===== config.mk =====
export PLATFORM = sky130hd
export DESIGN_NAME = uart_tx
export DESIGN_NICKNAME = d
export VERILOG_FILES = /design/src/rtl/uart_tx.sv
export SDC_FILE = /design/constraint.sdc
export NUM_CORES = 1
export LEC_CHECK = 0
export CAP_MARGIN = 15
export CORE_ASPECT_RATIO = 1.2
export CORE_MARGIN = 2
export CORE_UTILIZATION = 25
export DETAILED_ROUTE_END_ITERATION = 8
export GPL_ROUTABILITY_DRIVEN = 1
export PLACE_DENSITY = 0.41
export REMOVE_ABC_BUFFERS = 1
export SYNTH_ARGS = -nofsm -noshare
export SYNTH_HDL_FRONTEND = slang
export SYNTH_SLANG_ARGS = --single-unit

===== constraint.sdc =====
create_clock -name clk -period 2.1 [get_ports clk]
set_input_delay 0.21 -clock clk [delete_from_list [all_inputs] [get_ports clk]]
set_output_delay 0.21 -clock clk [all_outputs]
set_load 0.03 [all_outputs]

===== src/rtl/uart_tx.sv =====
// rtl/uart_tx.sv - UART serial transmitter: start, data LSB first, optional parity, one stop bit
module uart_tx #(
    parameter int DATA_WIDTH = 8
) (
    input  logic                  clk,
    input  logic                  rst,
    input  logic [DATA_WIDTH-1:0] P_DATA,
    input  logic                  Data_Valid,
    input  logic                  PAR_EN,
    input  logic                  PAR_TYP,
    input  logic [5:0]            Prescale,
    output logic                  TX_OUT,
    output logic                  busy
);

    localparam int IDX_W = (DATA_WIDTH > 1) ? $clog2(DATA_WIDTH) : 1;
    localparam logic [IDX_W-1:0] LAST_IDX = IDX_W'(DATA_WIDTH - 1);

    localparam logic [2:0] IDLE   = 3'd0;
    localparam logic [2:0] START  = 3'd1;
    localparam logic [2:0] DATA   = 3'd2;
    localparam logic [2:0] PARITY = 3'd3;
    localparam logic [2:0] STOP   = 3'd4;

    logic [2:0]            state;
    logic [DATA_WIDTH-1:0] data_sh;
    logic                  par_en_sh;
    logic                  par_typ_sh;
    logic [5:0]            period_sh;
    logic [5:0]            bit_cnt;
    logic [IDX_W-1:0]      bit_idx;
    logic                  bit_end;

    // Last clock of the current bit period; period_sh is never 0 outside IDLE.
    assign bit_end = (bit_cnt == period_sh - 6'd1);

    // Frame sequencing: accept in IDLE, then walk START/DATA/PARITY/STOP on bit boundaries.
    always_ff @(posedge clk) begin
        if (rst) begin
            state      <= IDLE;
            data_sh    <= '0;
            par_en_sh  <= 1'b0;
            par_typ_sh <= 1'b0;
            period_sh  <= 6'd0;
            bit_cnt    <= 6'd0;
            bit_idx    <= '0;
        end else if (state == IDLE) begin
            bit_cnt <= 6'd0;
            if (Data_Valid) begin
                data_sh    <= P_DATA;
                par_en_sh  <= PAR_EN;
                par_typ_sh <= PAR_TYP;
                period_sh  <= (Prescale == 6'd0) ? 6'd1 : Prescale;
                state      <= START;
            end
        end else if (!bit_end) begin
            bit_cnt <= bit_cnt + 6'd1;
        end else begin
            bit_cnt <= 6'd0;
            case (state)
                START: begin
                    bit_idx <= '0;
                    state   <= DATA;
                end
                DATA: begin
                    if (bit_idx == LAST_IDX) begin
                        state <= par_en_sh ? PARITY : STOP;
                    end else begin
                        bit_idx <= bit_idx + 1'b1;
                    end
                end
                PARITY:  state <= STOP;
                default: state <= IDLE;
            endcase
        end
    end

    // Registered line and busy outputs, one clock behind the state they represent.
    always_ff @(posedge clk) begin
        if (rst) begin
            TX_OUT <= 1'b1;
            busy   <= 1'b0;
        end else begin
            busy <= (state != IDLE);
            case (state)
                START:   TX_OUT <= 1'b0;
                DATA:    TX_OUT <= data_sh[bit_idx];
                PARITY:  TX_OUT <= (^data_sh) ^ par_typ_sh;
                default: TX_OUT <= 1'b1;
            endcase
        end
    end

endmodule


==> results of run 1 <==
worst paths after layout:
check        slack [ns]          to
max                0.01    state[0]
min                0.47  data_sh[0]
max reg2reg        0.01    state[0]
min reg2reg        0.48  par_typ_sh
stage by stage:
step,hold slack (ns),setup WS (ns),TNS (ns),utilization (%)
global placement,0.460,0.00698,0,32.4
detailed placement,0.477,-0.0434,-0.0592,32.4
global route,0.493,-0.0685,-0.299,35.7
finish,0.470,0.0125,0,35.7
floorplan,0.279,0.0762,0,-
CTS,0.463,0.00227,0,34.6
cell families after synthesis:
group / Yosys count / share of synthesized area (%)
and+or+nand+nor: 72 / 23.6
adders and majority gates: 4 / 3.40
buffers and inverters: 10 / 2.55
muxes: 6 / 5.78
xor gates and xnor gates: 18 / 10.7
DFF: 30 / 40.8
AOI/OAI and AO/OA: 31 / 13.2
cell usage after synthesis, types with 3 or more instances:
| cell | count | area (um2) |
|---|---|---|
| a21oi_1 | 17 | 85.1 |
| clkbuf_1 | 7 | 26.3 |
| dfxtp_1 | 30 | 601 |
| ha_1 | 4 | 50.1 |
| inv_1 | 3 | 11.3 |
| mux2i_1 | 4 | 40.0 |
| nand2_1 | 37 | 139 |
| nand3_1 | 3 | 15.0 |
| nor2_1 | 9 | 33.8 |
| nor2b_1 | 3 | 18.8 |
| nor3_1 | 5 | 25.0 |
| o21ai_1 | 3 | 15.0 |
| or4_1 | 3 | 22.5 |
| xnor2_1 | 13 | 114 |
| xor2_1 | 5 | 43.8 |
cell type report:
class	instances	area, um2	area share (%)
multi-input combinational	131	891	44.1
sequential	30	603	29.8
timing repair buffer	36	324	16.0
tap	80	100	4.95
clock buffer	7	86.3	4.27
inverter	3	11.3	0.557
clock inverter	1	5.00	0.248
worst register-to-register path: cells and delay by family, from the launching register on:
family | cells | cell delay [ns]
buf+inv | 1 | 0.07
compound gates | 2 | 0.54
fa+ha+maj | 1 | 0.13
simple gates | 3 | 0.89
flops | 1 | 0.33
power groups by stage:
stage / logic [mW] / clock network [mW] / registers [mW]
6_report: 0.277 / 0.482 / 0.629
5_1_grt: 0.306 / 0.522 / 0.633
4_1_cts: 0.259 / 0.495 / 0.628
3_5_place_dp: 0.250 / 0 / 0.641
3_3_place_gp: 0.246 / 0 / 0.639
2_1_floorplan: 0.143 / 0 / 0.640
routing by layer:
layer / global-route usage (%) / up-vias
met5: 0 / -
met4: 5.45 / 0
met3: 3.45 / 6
met2: 20.8 / 25
met1: 14.3 / 590
li1: - / 661
flip-flops by register name, indices dropped and copies added (netlist names):
name / count
data_sh: 8
bit_cnt: 6
bit_idx: 3
period_sh: 6
busy: 1
TX_OUT: 1
state: 3
par_typ_sh: 1
par_en_sh: 1
cells in the final DEF, fill, tap and decap left out, types with 2 or more instances in the layout:
master	count
nand2b_1	2
mux4_2	2
ha_1	3
dfxtp_1	28
nand2_1	37
and3_1	2
inv_2	2
clkbuf_8	6
xor2_1	5
mux2i_1	4
nor3_1	5
dfxtp_2	2
o21ai_1	3
nor2_1	9
nand3_1	3
o21ai_0	2
clkdlybuf4s50_1	20
xnor2_1	13
a21oi_1	17
buf_4	15
nor2b_1	3
or4_1	3
timing repair:
| action | CTS | global route |
|---|---|---|
| pin swaps | 3 | 6 |
| setup buffers | 3 | 1 |
| gates resized for setup | 3 | 11 |
| setup endpoints to repair | 5 | 6 |
==> flow_summary.toml, run 1 <==
[final_layout]
design_area_mm2 = 0.00202
fin_nets = 230
fin_cells = 288
n_antenna_cell = 0
syn2layout_area_growth_pct = 37.3
drive_gt1_share_pct = 18.8
nFillCells = 592

[sta]
rsz0062_at_grt = "yes"
fin_crit_ns = 2.09
slew_violations = 0
timing.fmax_ghz = 0.479
setup_violations = 0
hold_viol = 0
slew_headroom_pct = 63.5
worst_slew_pin_slew_ns = 0.543
fin_crit_sh_pct = 99.4
skew_ns = 0.0109

[detailed_routing]
drcViolationCount = 0
wl_met1_um = 1570
dr_wl_met2_um = 1850
drt-pass1-iter-count = 4
ant_nets = 0
drt-initial-drc-count = 62
dr_total_vias = 1282
avgRoutedWirePerCell_um = 12.7
route.met3.wl_um = 154
highest_layer = "met4"
drt-vias-per-instance = 4.45
drt-total-wl_um = 3660

[logic_synthesis]
synth_edf_count = 0
synth_cells = 171
ys_warn_count = 0
synth-async-reset-ratio_pct = 0
synthFlopType = "dfxtp_1"
syn_avg_cell_area_um2 = 8.60
synth.distinct_cells = 36
ys_ff_latch = 30
synth-seq-area-share_pct = 40.8
syn_area_mm2 = 0.00147

[floorplan]
initial_core_util_pct = 26.0
dieArea_mm2 = 0.00652
die_h_um = 88.0
ios = 21
rows = 30
dieWidth_um = 74.0
core_area_mm2 = 0.00567

[clock_network]
cts_root_buf = "clkbuf_8"
tritoncts = "done"
ctsHoldBuffers = 0
cts_sinks = 30
clockBufferDepth = 2
htreeDepth = 2
worstSkewPairLatency_ns = 0.28
cts_buffers = 5
path_clk_slew_ns = 0.07

[critical_path]
critical_path.max_stage_delay_ns = 0.38
cp_cell_sequence = "inv_2 -> ha_4 -> or3b_4 -> a211oi_2 -> nand4_2 -> or2_4 -> a311o_1"
critical_path_depth = 7
cp_slowest_cell = "or3b_4"
crit_start = "period_sh[1]"
path_delay_family = "simple AND/OR/NAND/NOR gates"
cp.arrival_ns = 2.25
critPathBufInv = 1
reg2regPathDepth = 7
critPathLaunchType = "register"
cp.required_ns = 2.26
critPathMaxFanout = 6
endpoint_kind = "register"
r2r-start = "period_sh[1]"
path_class = "register to register"

[pwr]
power_switching_mw = 0.382
p_sw_share_pct = 27.5
powerDensity_mw_per_mm2 = 687
p_leak_nw = 0.746
p_int_mw = 1.01
p_comb_share_pct = 20.0
pwr-share-clk_pct = 34.8
vdd_drop_max_v = 0.000241
sequentialPowerShare_pct = 45.3
finalPower_mw = 1.39

[worst_hold_path]
hold_start = "P_DATA[0]"
hold_depth = 3
hold_path.class = "primary input to register"

[placed_design]
gp_congestion = 0.797
placedCellCount = 276
placement.cell_area_mm2 = 0.00184
hpwl_um = 2600
io_buffers = 20

[grt]
gr-usage-all-layers_pct = 12.3
grt_pass1_vias = 1279
grt_pass1_wl_um = 6020
grt_max_degree = 17
grt-ovfl-total = 0
antenna_found_initial = 0

[flow_run]
max_cap_violations = 0

[outcome]
status = "completed"
Note: power is estimated with default switching activity, not from simulation.
==> run 2, diff against run 1 <==
- ABC_AREA: not set -> 1
==> run 2 against run 1 <==
Net effect:
- flip-flop and latch count stayed put
- wire length rose by 0.52%
- via count increased by 12%
- non-clock buffer count fell by 15
- total power increased by 83%
- synthesized cell count is 33% higher
- register-to-register slack better by 0.32 ns
- die area up 7.1%
==> flow_summary.toml, run 2 <==
[outcome]
status = "completed"

[grt]
grt_pass1_vias = 1516
gr-usage-all-layers_pct = 12.1
grt_max_degree = 29
grt-ovfl-total = 0
antenna_found_initial = 0
grt_pass1_wl_um = 6820

[sta]
rsz0062_at_grt = "no"
slew_headroom_pct = 68.7
setup_tns_ns = 0
setup_violations = 0
setup_ws_ns = 0.334
skew_ns = 0.00340
timing.fmax_ghz = 0.566
fin_crit_sh_pct = 84.1
whs_ns = 0.478
slew_violations = 0
hold_viol = 0
fin_crit_ns = 1.77
worst_slew_pin_slew_ns = 0.469

[final_layout]
fin_nets = 274
final_common_cell = "nand2_1"
nFillCells = 705
final_cell_mix = "41 x nand2_1, 32 x nor2_1, 30 x dfxtp_1"
n_antenna_cell = 0
fin_cells = 334
largest_reg_flops = 8
largest_register = "data_sh"
reg_top3 = "data_sh (8), bit_cnt (6), period_sh (6)"
syn2layout_area_growth_pct = 23.5
seqCellArea_um2 = 601
multi_input_area_um2 = 842
drive_gt1_share_pct = 9.92

[detailed_routing]
drt-pass1-iter-count = 4
dr_total_vias = 1439
drt-total-wl_um = 3670
avgRoutedWirePerCell_um = 11.0
drt-vias-per-instance = 4.31
drt-initial-drc-count = 38
ant_nets = 0
drcViolationCount = 0

[placed_design]
hpwl_um = 2810
pre_cts_slack_ns = 0.335
placedCellCount = 326
gp_congestion = 0.784
io_buffers = 20

[floorplan]
ios = 21
initial_core_util_pct = 26.0
dieArea_mm2 = 0.00698
die_h_um = 91.1
rows = 31
core_area_mm2 = 0.00609
dieWidth_um = 76.6

[critical_path]
critPathLaunchType = "register"
path_class = "register to register"
cp.required_ns = 2.28
regToRegSetupSlack_ns = 0.33
critPathMaxFanout = 5
endpoint_kind = "register"
reg2regPathDepth = 12
cp.arrival_ns = 1.94
r2r-start = "period_sh[0]"
timing.rr.end = "bit_idx[0]"

[worst_hold_path]
hold_end = "par_typ_sh"
hold_start = "par_typ_sh"
hold_depth = 2
hold_path.class = "register to register"

[logic_synthesis]
synth-async-reset-ratio_pct = 0
synthFlopType = "dfxtp_1"
syn_area_mm2 = 0.00158
ys_warn_count = 0
synth_cells = 227
yosysMostFrequentCell = "nand2_1"
syn_avg_cell_area_um2 = 6.97
yosys.area.top_type_share_pct = 38.0
synth.distinct_cells = 27
yosysTopAreaCell = "dfxtp_1"
synthTopCellsByArea = "dfxtp_1 38%, nand2_1 9.7%, nor2_1 7.6%"
synthTopCellsByCount = "41 x nand2_1, 32 x nor2_1, 30 x dfxtp_1"
synth-seq-area-share_pct = 38.0
ys_ff_latch = 30
synth_edf_count = 0

[pwr]
p_sw_share_pct = 42.6
sequentialPowerShare_pct = 34.6
p_comb_share_pct = 46.4
finalPower_mw = 2.54
p_leak_nw = 0.801
p_int_mw = 1.46
pwr-share-clk_pct = 19.0
power_switching_mw = 1.08
powerDensity_mw_per_mm2 = 1300
vdd_drop_max_v = 0.000324

[clock_network]
htreeDepth = 2
worstSkewPairLatency_ns = 0.28
ctsResizeCount = 0
cts_root_buf = "clkbuf_8"
cts_sinks = 30
tritoncts = "done"
path_clk_slew_ns = 0.06
clockBufferDepth = 2
cts_buffers = 5
cts_setup_buffers = 0
ctsHoldBuffers = 0

[flow_run]
max_cap_violations = 0
run 2: cell count changes after synthesis, sizes merged, moves of 4 or more:
cell,before,now
a21oi,17,21
o21ai,5,22
nand2,37,42
nand3,3,18
clkbuf,7,1
mux2i,4,0
xnor2,13,7
nor2,9,35
inv,3,28
run 2: worst max-delay path by stage:
stage	start	to	slack, ns	cells past startpoint
after floorplan	period_sh[0]	bit_idx[0]	0.48	10
after global placement	period_sh[0]	bit_idx[0]	0.38	12
after detailed placement	period_sh[0]	bit_idx[0]	0.33	12
after CTS	period_sh[0]	bit_idx[0]	0.32	13
after global routing	period_sh[0]	bit_idx[0]	0.05	12
final	period_sh[0]	bit_idx[0]	0.33	12
run 2: area by class of cell:
class | count | area share [%]
Clock buffer | 7 | 4.42
Inverter | 29 | 5.57
Multi-Input combinational cell | 164 | 43.1
Sequential cell | 30 | 30.7
Timing Repair Buffer | 21 | 10.6
Clock inverter | 1 | 0.256
Tap cell | 82 | 5.25
run 2: kinds of logic (layout without fill, tap and decap cells):
group	count (synthesis)	in the layout	synth area share, %
XOR/XNOR	13	13	7.20
AND/OR/NAND/NOR	102	102	28.2
adder cells (fa/ha/maj)	4	4	3.16
buffers and inverters	33	58	8.78
AO/OA/AOI/OAI	45	45	14.7
flip-flops	30	30	38.0
run 2: critical path, stage by stage (launching register included):
cell,delay (ns)
dfxtp_1,0.34
inv_1,0.09
ha_1,0.25
inv_1,0.09
nand2_1,0.05
nand3_1,0.07
nand3_1,0.09
nor2_1,0.16
nand3_2,0.15
nor2_4,0.14
nand2_2,0.07
a21oi_1,0.12
nor2_1,0.05
run 2: stage by stage:
step	cell area, um2	utilization [%]
2_1_floorplan	1550	-
3_3_place_gp	1860	30.6
3_5_place_dp	1860	30.6
4_1_cts	1950	32.1
5_1_grt	1950	32.1
6_report	1950	32.1
run 2: layer usage:
metal	track usage, %	vias to the layer above	share of wire, %
li1	-	785	-
met1	14.1	631	45
met2	21.3	16	50
met3	3.08	7	3.5
met4	4.55	0	1.6
met5	0	-	0
run 2: power groups by stage:
stage	sequential, mW	clock, mW	combinational [mW]
after floorplan	0.892	0	0.879
after global placement	0.896	0	1.20
after detailed placement	0.894	0	1.20
after CTS	0.882	0.505	1.21
after global routing	0.904	0.527	1.39
final	0.878	0.482	1.18
